## src/rtl/digital_clock_pkg.sv

```systemverilog
`default_nettype none
// ============================================================================
//  Module   : digital_clock_pkg
//  Brief    : Shared button FSM encoding and front-panel button indices.
//  Revision : 1.0
// ============================================================================
package digital_clock_pkg;

    typedef enum logic [1:0] {
        IDLE        = 2'd0,
        ARM_PRESS   = 2'd1,
        HELD        = 2'd2,
        ARM_RELEASE = 2'd3
    } btn_state_t;

    localparam int BTN_MODE = 0;
    localparam int BTN_SET  = 1;
    localparam int BTN_OP1  = 2;
    localparam int BTN_OP2  = 3;

endpackage : digital_clock_pkg
`default_nettype wire

```

## src/rtl/button_debounce_channel.sv

```systemverilog
`default_nettype none
// ============================================================================
//  Module   : button_debounce_channel
//  Brief    : One button: 2-flop synchronizer, stable-count debouncer, press/
//             release pulses; optional auto-repeat (BUTTON_AUTOREPEAT_EN).
//  Revision : 1.0
// ============================================================================
module button_debounce_channel
    import digital_clock_pkg::*;
#(
    parameter int DEBOUNCE_CYCLES = 500000
`ifdef BUTTON_AUTOREPEAT_EN
    ,
    parameter int REPEAT_DELAY    = 25000000,
    parameter int REPEAT_RATE     = 5000000,
    parameter bit REPEAT_EN       = 1'b0
`endif
) (
    input  logic clk,
    input  logic reset,
    input  logic raw,
    output logic level,
    output logic press,
    output logic rel
);

    localparam int CNT_W = $clog2(DEBOUNCE_CYCLES);
    localparam logic [CNT_W-1:0] CNT_LAST = CNT_W'(DEBOUNCE_CYCLES - 1);

    btn_state_t        r_state;
    logic [CNT_W-1:0]  r_cnt;
    logic [1:0]        r_sync;
    logic              w_s;
    logic              w_rpt_fire;

    assign w_s = r_sync[1];

`ifdef BUTTON_AUTOREPEAT_EN
    localparam int RPT_W = $clog2(REPEAT_DELAY + 1);
    localparam logic [RPT_W-1:0] RPT_LAST   = RPT_W'(REPEAT_DELAY - 1);
    localparam logic [RPT_W-1:0] RPT_RELOAD = RPT_W'(REPEAT_DELAY - REPEAT_RATE);

    generate
        if (REPEAT_EN) begin : g_repeat
            logic [RPT_W-1:0] r_rpt;

            // Zero on HELD entry, frozen in ARM_RELEASE, reloaded so later pulses come every REPEAT_RATE.
            always_ff @(posedge clk) begin
                if (!reset) begin
                    r_rpt <= '0;
                end else if (r_state == IDLE || r_state == ARM_PRESS) begin
                    r_rpt <= '0;
                end else if (r_state == HELD && w_s) begin
                    r_rpt <= (r_rpt == RPT_LAST) ? RPT_RELOAD : r_rpt + 1'b1;
                end
            end

            assign w_rpt_fire = (r_state == HELD) && w_s && (r_rpt == RPT_LAST);
        end else begin : g_no_repeat
            assign w_rpt_fire = 1'b0;
        end
    endgenerate
`else
    assign w_rpt_fire = 1'b0;
`endif

    always_ff @(posedge clk) begin
        if (!reset) begin
            r_sync  <= 2'b00;
            r_state <= IDLE;
            r_cnt   <= '0;
            level   <= 1'b0;
            press   <= 1'b0;
            rel     <= 1'b0;
        end else begin
            r_sync <= {r_sync[0], raw};
            press  <= 1'b0;
            rel    <= 1'b0;
            case (r_state)
                IDLE: begin
                    if (w_s) begin
                        r_state <= ARM_PRESS;
                        r_cnt   <= '0;
                    end
                end
                ARM_PRESS: begin
                    if (!w_s) begin
                        r_state <= IDLE;
                    end else if (r_cnt == CNT_LAST) begin
                        r_state <= HELD;
                        press   <= 1'b1;
                        level   <= 1'b1;
                    end else begin
                        r_cnt <= r_cnt + 1'b1;
                    end
                end
                HELD: begin
                    if (!w_s) begin
                        r_state <= ARM_RELEASE;
                        r_cnt   <= '0;
                    end else if (w_rpt_fire) begin
                        press <= 1'b1;
                    end
                end
                ARM_RELEASE: begin
                    if (w_s) begin
                        r_state <= HELD;
                    end else if (r_cnt == CNT_LAST) begin
                        r_state <= IDLE;
                        rel     <= 1'b1;
                        level   <= 1'b0;
                    end else begin
                        r_cnt <= r_cnt + 1'b1;
                    end
                end
                default: r_state <= IDLE;
            endcase
        end
    end

endmodule : button_debounce_channel
`default_nettype wire

```

## src/rtl/button_conditioner.sv

```systemverilog
`default_nettype none
// ============================================================================
//  Module   : button_conditioner
//  Brief    : Conditions raw front-panel buttons into level/press/release
//             signals; auto-repeat enabled by BUTTON_AUTOREPEAT_EN.
//  Revision : 1.0
// ============================================================================
module button_conditioner
    import digital_clock_pkg::*;
#(
    parameter int                     NUM_BUTTONS     = 4,
    parameter int                     DEBOUNCE_CYCLES = 500000,
    parameter int                     REPEAT_DELAY    = 25000000,
    parameter int                     REPEAT_RATE     = 5000000,
    parameter logic [NUM_BUTTONS-1:0] REPEAT_MASK     = 4'b1100
) (
    input  logic                   clk,
    input  logic                   reset,
    input  logic [NUM_BUTTONS-1:0] btn_raw,
    output logic [NUM_BUTTONS-1:0] btn_level,
    output logic [NUM_BUTTONS-1:0] btn_press,
    output logic [NUM_BUTTONS-1:0] btn_release
);

    generate
        for (genvar i = 0; i < NUM_BUTTONS; i++) begin : g_channel
            button_debounce_channel #(
                .DEBOUNCE_CYCLES (DEBOUNCE_CYCLES)
`ifdef BUTTON_AUTOREPEAT_EN
                ,
                .REPEAT_DELAY    (REPEAT_DELAY),
                .REPEAT_RATE     (REPEAT_RATE),
                .REPEAT_EN       (REPEAT_MASK[i])
`endif
            ) u_channel (
                .clk   (clk),
                .reset (reset),
                .raw   (btn_raw[i]),
                .level (btn_level[i]),
                .press (btn_press[i]),
                .rel   (btn_release[i])
            );
        end
    endgenerate

endmodule : button_conditioner
`default_nettype wire

```

## config.mk

```make
export PLATFORM = sky130hd
export DESIGN_NAME = button_conditioner
export DESIGN_NICKNAME = d
export VERILOG_FILES = /design/src/rtl/digital_clock_pkg.sv /design/src/rtl/button_debounce_channel.sv /design/src/rtl/button_conditioner.sv
export SDC_FILE = /design/constraint.sdc
export NUM_CORES = 1
export LEC_CHECK = 0
export CAP_MARGIN = 20
export CORE_ASPECT_RATIO = 1.1
export CORE_MARGIN = 8
export CORE_UTILIZATION = 38
export CTS_BUF_LIST = sky130_fd_sc_hd__clkbuf_16
export CTS_CLUSTER_SIZE = 30
export DETAILED_ROUTE_END_ITERATION = 8
export HOLD_SLACK_MARGIN = 0.03
export SKIP_LAST_GASP = 1
export SLEW_MARGIN = 20
export SYNTH_ARGS = -nofsm -noshare
export SYNTH_HDL_FRONTEND = slang
export SYNTH_HIERARCHICAL = 1
export SYNTH_SLANG_ARGS = --single-unit
```

## constraint.sdc

```tcl
create_clock -name clk -period 2.3 [get_ports clk]
set_input_delay 0.46 -clock clk [delete_from_list [all_inputs] [get_ports clk]]
set_output_delay 0.46 -clock clk [all_outputs]
set_load 0.005 [all_outputs]
```

Yosys cells after proc, flatten, opt, wreduce, memory -nomap -nowiden:

Cells that the tools add are included.
Widths: inputs -> output; s select.

* bits in registers: 104
* bits of input ports: 6
* output and inout port bits: 12
* logic and storage cells: 185

* add/sub/neg operators: 4
* equality and inequality tests: 48
* mux-type cells: 76
* bitwise gates (word level): 5
* reduce and logical (&&, ||, !) cells: 28

Operator list (count)
* $mux 19: 20
* $pmux 19 s4: 4
* $add 19x1->19 const B: 4
* $eq 19x19->1 const B: 4
* $mux 2: 24
* $ne 2x1->1 const B: 16
* $pmux 2 s4: 4
* $reduce_and 4->1: 8
* $mux 1: 20
* $reduce_and 5->1: 4
* $eq 2x2->1 const B: 8
* $ne 2x2->1 const B: 8
* $ne 3x1->1 const B: 4
* $ne 3x3->1 const B: 4
* $reduce_and 3->1: 4
* $reduce_or 3->1: 4
* $eq 2x1->1 const B: 4
* $logic_not 2->1: 4
* $pmux 1 s2: 4
* $reduce_bool 2->1: 4
* $not 1->1: 5

Depth between registers and ports, before layout:

Gate-level depths: netlist of run 1.

* depth after elaboration: 4
* mapped depth: 5
* depth with buffers taken out: 5

Hierarchy:

Netlist of run 1, hierarchy kept.

Modules (own cells, without submodules)
* button_debounce_channel: times used 4, cells an instance 167, area an instance 1380.1 um^2, seq. area each 520.5 um^2

Worst setup path before layout of run 1:

No wires, ideal clock.

* path type: register to register
* start: register g_channel[0].u_channel.r_cnt[0]
* end: register g_channel[0].u_channel.r_cnt[18]
* arrival: 1965 ps
* required time: 2228 ps
* path slack: 263 ps
* stages on the path, launching flop included: 6
* cells stage by stage: dfxtp_1 -> ha_1 -> nand4_1 -> or4_4 -> or4_1 -> a21oi_1

* longest elaborated chain between the ends: 4
* elaborated cells between the ends (all ways): 6
* classes of those cells: add/sub: 1; eq/ne: 1; mux: 4

RTL lines
* start: declaration: line button_debounce_channel.sv:31 `logic [CNT_W-1:0] r_cnt;`
* start signal: assignment: line button_debounce_channel.sv:94 `r_cnt <= r_cnt + 1'b1;`
* start signal: assignment: line button_debounce_channel.sv:113 `r_cnt <= r_cnt + 1'b1;`
* $add 19x1->19 or $eq 19x19->1 (tied branches)
* $mux 19 (*): line button_debounce_channel.sv:89, button_debounce_channel.sv:108
* $mux 19 (on tied branches): line button_debounce_channel.sv:106, button_debounce_channel.sv:87
* $pmux 19 s4 (*): line button_debounce_channel.sv:79 `case (r_state)`

Mark *: on every way between the ends. The rest lies on a longest branch, timed or not. The select of a mux whose other input is x is not followed.
A chain may end at the register's enable or synchronous reset.

Worst setup path in the final report of run 1:

* start: register g_channel[2].u_channel.r_cnt[0]
* end: register g_channel[2].u_channel.r_cnt[18]

* longest elaborated chain between the ends: 4
* elaborated cells between the ends (all ways): 6
* classes of those cells: add/sub: 1; eq/ne: 1; mux: 4

RTL lines (line)
* start: declaration: button_debounce_channel.sv:31
* start signal: assignment: button_debounce_channel.sv:94
* start signal: assignment: button_debounce_channel.sv:113
* $add 19x1->19 or $eq 19x19->1 (tied branches)
* $mux 19 (*): button_debounce_channel.sv:89, button_debounce_channel.sv:108
* $mux 19 (on tied branches): button_debounce_channel.sv:106, button_debounce_channel.sv:87
* $pmux 19 s4 (*): button_debounce_channel.sv:79

Marks and branches as above.

==> results of run 1 <==
## per-stage QoR
step	setup slack, ns	hold slack [ns]	power (uW)
floorplan	0.2629	0.4119	1953
global placement	0.2414	0.4270	2004
detailed placement	0.2052	0.4189	2007
CTS	0.1625	0.4414	3642
global route	0.02715	0.4616	3730
finish	0.1581	0.4340	3591
## registers in the layout (all words and copies together) (netlist names), named ones only
signal	cells
g_channel.u_channel/r_cnt	76
g_channel.u_channel/r_sync	8
g_channel.u_channel/level	4
g_channel.u_channel/press	4
g_channel.u_channel/r_state	4
g_channel.u_channel/rel	4
## metal layers
layer | routed length (um) | global-route usage
met3 | 421 | 0.02661
met4 | 234 | 0.07018
met2 | 6684 | 0.2509
met5 | 0 | 0
met1 | 6083 | 0.1836
## cell usage in the layout, fill, tap and decap left out, types with 9 or more instances in the layout
| master | count |
|---|---|
| sky130_fd_sc_hd__nand2_1 | 56 |
| sky130_fd_sc_hd__nor4_1 | 20 |
| sky130_fd_sc_hd__o22ai_1 | 12 |
| sky130_fd_sc_hd__inv_1 | 25 |
| sky130_fd_sc_hd__and2_1 | 12 |
| sky130_fd_sc_hd__nand3_1 | 52 |
| sky130_fd_sc_hd__o21ai_0 | 32 |
| sky130_fd_sc_hd__or4_1 | 12 |
| sky130_fd_sc_hd__clkdlybuf4s50_1 | 16 |
| sky130_fd_sc_hd__a21oi_1 | 32 |
| sky130_fd_sc_hd__a211oi_1 | 12 |
| sky130_fd_sc_hd__mux2i_1 | 16 |
| sky130_fd_sc_hd__nand4_1 | 24 |
| sky130_fd_sc_hd__buf_4 | 32 |
| sky130_fd_sc_hd__or3_1 | 12 |
| sky130_fd_sc_hd__nor3_1 | 36 |
| sky130_fd_sc_hd__o211ai_1 | 12 |
| sky130_fd_sc_hd__dfxtp_1 | 104 |
| sky130_fd_sc_hd__nor2_1 | 28 |
| sky130_fd_sc_hd__nor4b_1 | 12 |
| sky130_fd_sc_hd__clkbuf_16 | 9 |
## where the power goes
group / switching [uW] / internal, uW / total (uW)
Sequential: 8.46 / 1810 / 1820
Clock: 680 / 944 / 1620
Combinational: 107 / 43.1 / 150
Total: 795 / 2800 / 3590
## worst max path at each step
stage | startpoint | slack (ns) | cells past startpoint | endpoint
floorplan | g_channel[0].u_channel/r_cnt[0] | 0.26 | 5 | g_channel[0].u_channel/r_cnt[18]
CTS | g_channel[2].u_channel/r_cnt[0] | 0.16 | 5 | g_channel[2].u_channel/r_cnt[18]
global placement | g_channel[2].u_channel/r_cnt[0] | 0.24 | 5 | g_channel[2].u_channel/r_cnt[18]
detailed placement | g_channel[2].u_channel/r_cnt[0] | 0.21 | 5 | g_channel[2].u_channel/r_cnt[18]
finish | g_channel[2].u_channel/r_cnt[0] | 0.16 | 5 | g_channel[2].u_channel/r_cnt[18]
global route | g_channel[1].u_channel/r_cnt[8] | 0.03 | 4 | g_channel[1].u_channel/r_cnt[6]
## worst max-delay path, stage by stage (launching register included)
cell and delay, ns:
sky130_fd_sc_hd__dfxtp_1 0.34, sky130_fd_sc_hd__ha_1 0.21, sky130_fd_sc_hd__nand4_1 0.26, sky130_fd_sc_hd__or4_4 0.64, sky130_fd_sc_hd__or4_1 0.48, sky130_fd_sc_hd__a21oi_1 0.15
## synth_stat cells (16+ instances only)
cell type                  count
sky130_fd_sc_hd__a21oi_1      32
sky130_fd_sc_hd__clkbuf_1     28
sky130_fd_sc_hd__dfxtp_1     104
sky130_fd_sc_hd__inv_1        24
sky130_fd_sc_hd__mux2i_1      16
sky130_fd_sc_hd__nand2_1      56
sky130_fd_sc_hd__nand3_1      52
sky130_fd_sc_hd__nand4_1      24
sky130_fd_sc_hd__nor2_1       28
sky130_fd_sc_hd__nor3_1       36
sky130_fd_sc_hd__nor4_1       20
sky130_fd_sc_hd__o21ai_0      32
## final cells by class
| cell class | count | area share |
|---|---|---|
| clock inverter | 7 | 0.01380 |
| sequential | 104 | 0.3279 |
| clock buffer | 9 | 0.03547 |
| multi-input combinational | 504 | 0.5053 |
| inverter | 28 | 0.01656 |
| tap | 192 | 0.03784 |
| timing repair buffer | 48 | 0.06307 |
## cell families after synthesis
kind of cell | share of synthesized area
buffers and inverters | 0.04170
and+or+nand+nor | 0.3382
DFF | 0.3772
adders and majority gates | 0.009067
muxes | 0.04533
xor gates and xnor gates | 0.01813
AOI/OAI and AO/OA | 0.1704
==> results.cfg, run 1 <==
[critical_path]
timing_worst_setup_path_type = reg2reg
worst-endpoint-arrival_ns = 2.43
r2r_setup_slack_ns = 0.16
reg2reg_to = g_channel[2].u_channel/r_cnt[18]
cp-end-kind = flip-flop
worst-endpoint-required_ns = 2.58
critPathLaunchType = flip-flop
maximum_fanout_encountered_on_the_critical_timing_path = 6
reg2reg_from = g_channel[2].u_channel/r_cnt[0]
rr_worst_depth = 5

[place]
place.detailed.hpwl_um = 9466
gp_congestion = 0.8626
placement.io_buffers = 17
dpl_cells = 876
placedInstanceArea_um2 = 6036

[grt]
grt_start_max_net_pins = 43
global_route.usage.total = 0.1507
number_of_global_route_vias_before_repair = 4944
antenna_found_initial = 0
grt-ovfl-total = 0
grt_pass1_wl_um = 23100

[finish]
layout-area-overhead-vs-synth_pct = 15.00
multi_input_area_um2 = 3208
register_area_um2 = 2082
fillCellCount = 1385
final_net_count = 705
instances_no_fill = 892
design_area_um2 = 6349
layout-drive-gt1-share = 0.1114
antenna_cells_inserted = 0
postLayoutCoreUtil = 0.4430

[sta]
timing.final.hold_violations = 0
fin_skew_ns = 0.008823
final_max_tran_viols = 0
timing.slew.headroom = 0.4681
finalSetupViolCount = 0
worst_pin_slew_ns = 0.7978
minimum_period_implied_by_the_final_worst_setup_slack_ns = 2.142
timing.setup.tns_ns = 0
grt_setup_unrepaired = no
min_period_over_period = 0.9313
clock.fmax_ghz = 0.4669

[hold_path]
hold-path-endpoint = g_channel[1].u_channel/r_sync[1]
min_delay_path_depth = 1
min_path_type = reg2reg
worstHoldStart = g_channel[1].u_channel/r_sync[0]

[synthesis]
edff_count_synth = 0
synth_top_area_cell = sky130_fd_sc_hd__dfxtp_1
number_of_warning_messages_in_the_yosys_log = 6
asyncSetResetFlopFracSynth = 0
yosys.cell_types.count = 45
syn_nets = 678
ys_flop_type = sky130_fd_sc_hd__dfxtp_1
postSynthAreaPerCell_um2 = 8.264
synth.yosys.seq_area_share = 0.3772
syn_area_um2 = 5520
yosysTopAreaCellShare = 0.3772
post_synth_main_area_contributors = sky130_fd_sc_hd__dfxtp_1, sky130_fd_sc_hd__nand3_1, sky130_fd_sc_hd__nand2_1, sky130_fd_sc_hd__nor3_1, sky130_fd_sc_hd__a21oi_1
synth-seq-cells = 104
postSynthCellCount = 668

[clock_network]
clockBufferDepth = 2
postCtsResizedCells = 0
cts-buffers-inserted = 9
skew_pair_late_insertion_delay_ns = 0.35
cts.clk_slew.worst_paths_ns = 0.07
cts-root-buf = sky130_fd_sc_hd__clkbuf_16
postcts_setup_bufs = 0
h-tree-depth = 3
clock_tree_from_tritoncts = done
cts.hold.buffers_added = 0
number_of_sinks_on_the_clock_net = 104

[flow_run]
max_cap_viol_count = 0

[route]
detail_route.wl_per_cell_um = 15.05
drt_pass1_iterations = 5
remaining_drc_errors = 0
drt_iter0_markers = 464
detail_route.vias_per_cell = 5.859
detail_route.wirelength_um = 13430
ant_nets = 0
vias = 5226

[die]
core_area_um2 = 14330
die_height_um = 142.4
die_area_um2 = 18640
fp.dieW_um = 130.9
initial_util = 0.3852
row_count = 46
number_of_top_level_pins = 18

[power_and_ir_drop]
cellLeakagePower_uw = 0.002006
ir_worst_vdd_v = 0.0003890
power_density_nw_per_um2 = 565.6

[outcome]
status = finished, final reports clean
(Power assumes the default switching activity.)
==> run 2: changes to the inputs <==
Settings changed: CELL_PAD_IN_SITES_DETAIL_PLACEMENT set to 0, CELL_PAD_IN_SITES_GLOBAL_PLACEMENT set to 1, PLACE_DENSITY set to 0.67, RECOVER_POWER set to 50.
==> run 2 against run 1 <==
- total power shrank 0.19%
- fmax down 0.86%
- worst setup slack worse by 0.019 ns
- die area did not move
- wire length is 3.8% higher
- first-iteration DRC count down 27%
- cell count is 0.22% higher
- clock-buffer cell count did not move
- non-clock buffer count grew 4
- largest cell class unchanged
- utilization fell by 0.096 points
==> results.cfg, run 2 (same netlist as run 1, synthesis figures left out) <==
[clock_network]
cts.hold.buffers_added = 0
clock_tree_from_tritoncts = done
cts-buffers-inserted = 9
h-tree-depth = 3
postcts_setup_bufs = 0
cts.clk_slew.worst_paths_ns = 0.07
cts-root-buf = sky130_fd_sc_hd__clkbuf_16
clockBufferDepth = 2
skew_pair_late_insertion_delay_ns = 0.36
postCtsResizedCells = 0
number_of_sinks_on_the_clock_net = 104

[finish]
regMostFlops = g_channel.u_channel/r_cnt
largest_register_ff_count = 76
fillCellCount = 1426
layout.cells.most_common = sky130_fd_sc_hd__dfxtp_1
top_regs = g_channel.u_channel/r_cnt x76, g_channel.u_channel/r_sync x8
final_net_count = 709
most-common-layout-cells = sky130_fd_sc_hd__dfxtp_1, sky130_fd_sc_hd__nand2_1, sky130_fd_sc_hd__nand3_1
antenna_cells_inserted = 0
instances_no_fill = 894
layout-drive-gt1-share = 0.1068
layout-area-overhead-vs-synth_pct = 14.76

[critical_path]
worst-endpoint-arrival_ns = 2.44
maximum_fanout_encountered_on_the_critical_timing_path = 6
cp-end-kind = flip-flop
critPathLaunchType = flip-flop
timing_worst_setup_path_type = reg2reg
worst-endpoint-required_ns = 2.58

[route]
drt_iter0_markers = 341
remaining_drc_errors = 0
detail_route.wl_per_cell_um = 15.59
wirelength_met1_um = 6670
drt_pass1_iterations = 5
detail_route.wirelength_um = 13940
sum_of_met3_wire_segment_lengths_after_detailed_routing_um = 338
top_routing_layer_used = met4
detail_route.vias_per_cell = 5.875
met2WireLength_um = 6644
vias = 5252
ant_nets = 0

[hold_path]
min_path_type = reg2reg

[sta]
timing.setup.tns_ns = 0
worst_pin_slew_ns = 0.9633
minimum_period_implied_by_the_final_worst_setup_slack_ns = 2.160
final_max_tran_viols = 0
timing.final.hold_violations = 0
clock.fmax_ghz = 0.4629
min_period_over_period = 0.9393
finalSetupViolCount = 0
worst_hold_slack_ns = 0.4380
timing.slew.headroom = 0.3578
grt_setup_unrepaired = no
fin_skew_ns = 0.008261

[place]
dpl_cells = 880
gp_congestion = 0.7916
place.detailed.hpwl_um = 9811
placement.io_buffers = 17

[grt]
number_of_global_route_vias_before_repair = 4919
grt-ovfl-total = 0
grt_start_max_net_pins = 36
global_route.usage.total = 0.1552
grt_pass1_wl_um = 23600
antenna_found_initial = 0

[power_and_ir_drop]
internal_power_uw = 2784
switchingPower_uw = 799.6
power.share.sequential = 0.507
power.clock.fraction = 0.452
sw_frac_of_total = 0.2231
power_density_nw_per_um2 = 565.7
cellLeakagePower_uw = 0.002032
ir_worst_vdd_v = 0.0003959
pwr-share-comb = 0.041
post-layout-total-power_uw = 3584

[die]
die_area_um2 = 18640
number_of_top_level_pins = 18
fp.dieW_um = 130.9
core_area_um2 = 14330
row_count = 46
initial_util = 0.3852
die_height_um = 142.4

[flow_run]
max_cap_viol_count = 0

[outcome]
status = finished, final reports clean
run 2: cell count changes in the layout (fill, tap and decap cells not counted), moves of 2 or more:
cell,delta
sky130_fd_sc_hd__and2_0,+7
sky130_fd_sc_hd__and2_1,-7
sky130_fd_sc_hd__buf_4,-2
sky130_fd_sc_hd__clkbuf_1,+4
sky130_fd_sc_hd__clkbuf_2,+2
sky130_fd_sc_hd__clkdlybuf4s50_1,-12
sky130_fd_sc_hd__clkinvlp_4,-2
sky130_fd_sc_hd__dlygate4sd3_1,+12
sky130_fd_sc_hd__o21ai_0,+4
sky130_fd_sc_hd__o21ai_1,-4
run 2: stage by stage:
stage	utilization	instance area, um2	setup WS (ns)
2_1_floorplan	-	5520	0.2629
3_3_place_gp	0.4233	6066	0.1868
3_5_place_dp	0.4233	6066	0.1595
4_1_cts	0.4441	6365	0.1439
5_1_grt	0.4420	6335	0.02048
6_report	0.4420	6335	0.1395
run 2: final timing paths:
path                                    start                          endpoint  slack [ns]  cells past startpoint
max           g_channel[2].u_channel/r_cnt[1]  g_channel[2].u_channel/r_cnt[18]        0.14                      5
min          g_channel[0].u_channel/r_sync[0]  g_channel[0].u_channel/r_sync[1]        0.44                      1
max reg2reg   g_channel[2].u_channel/r_cnt[1]  g_channel[2].u_channel/r_cnt[18]        0.14                      5
min reg2reg  g_channel[0].u_channel/r_sync[0]  g_channel[0].u_channel/r_sync[1]        0.44                      1
run 2: worst max-delay path: stages (launching register included):
cell and delay (ns):
sky130_fd_sc_hd__dfxtp_1 0.39, sky130_fd_sc_hd__ha_1 0.23, sky130_fd_sc_hd__nand4_1 0.22, sky130_fd_sc_hd__or4_4 0.62, sky130_fd_sc_hd__or4_1 0.48, sky130_fd_sc_hd__a21oi_1 0.16
run 2: power groups by stage:
stage	registers, uW	clock network, uW	logic, uW
floorplan	1860	0	97.0
global placement	1860	0	149
detailed placement	1860	0	150
CTS	1820	1670	151
global route	1820	1730	163
finish	1820	1620	149
run 2: cell type report:
class	count	area [um2]	area share
Multi-Input combinational cell	504	3198	0.5048
Tap cell	192	240.2	0.03792
Inverter	28	105.1	0.01659
Clock inverter	5	73.82	0.01165
Timing Repair Buffer	52	410.4	0.06478
Sequential cell	104	2082	0.3287
Clock buffer	9	225.2	0.03555
run 2: per-layer routing:
metal | GRT usage | vias to the layer above
met4 | 0.07381 | 0
li1 | - | 2622
met2 | 0.2509 | 72
met1 | 0.1974 | 2542
met3 | 0.02286 | 16
met5 | 0 | -
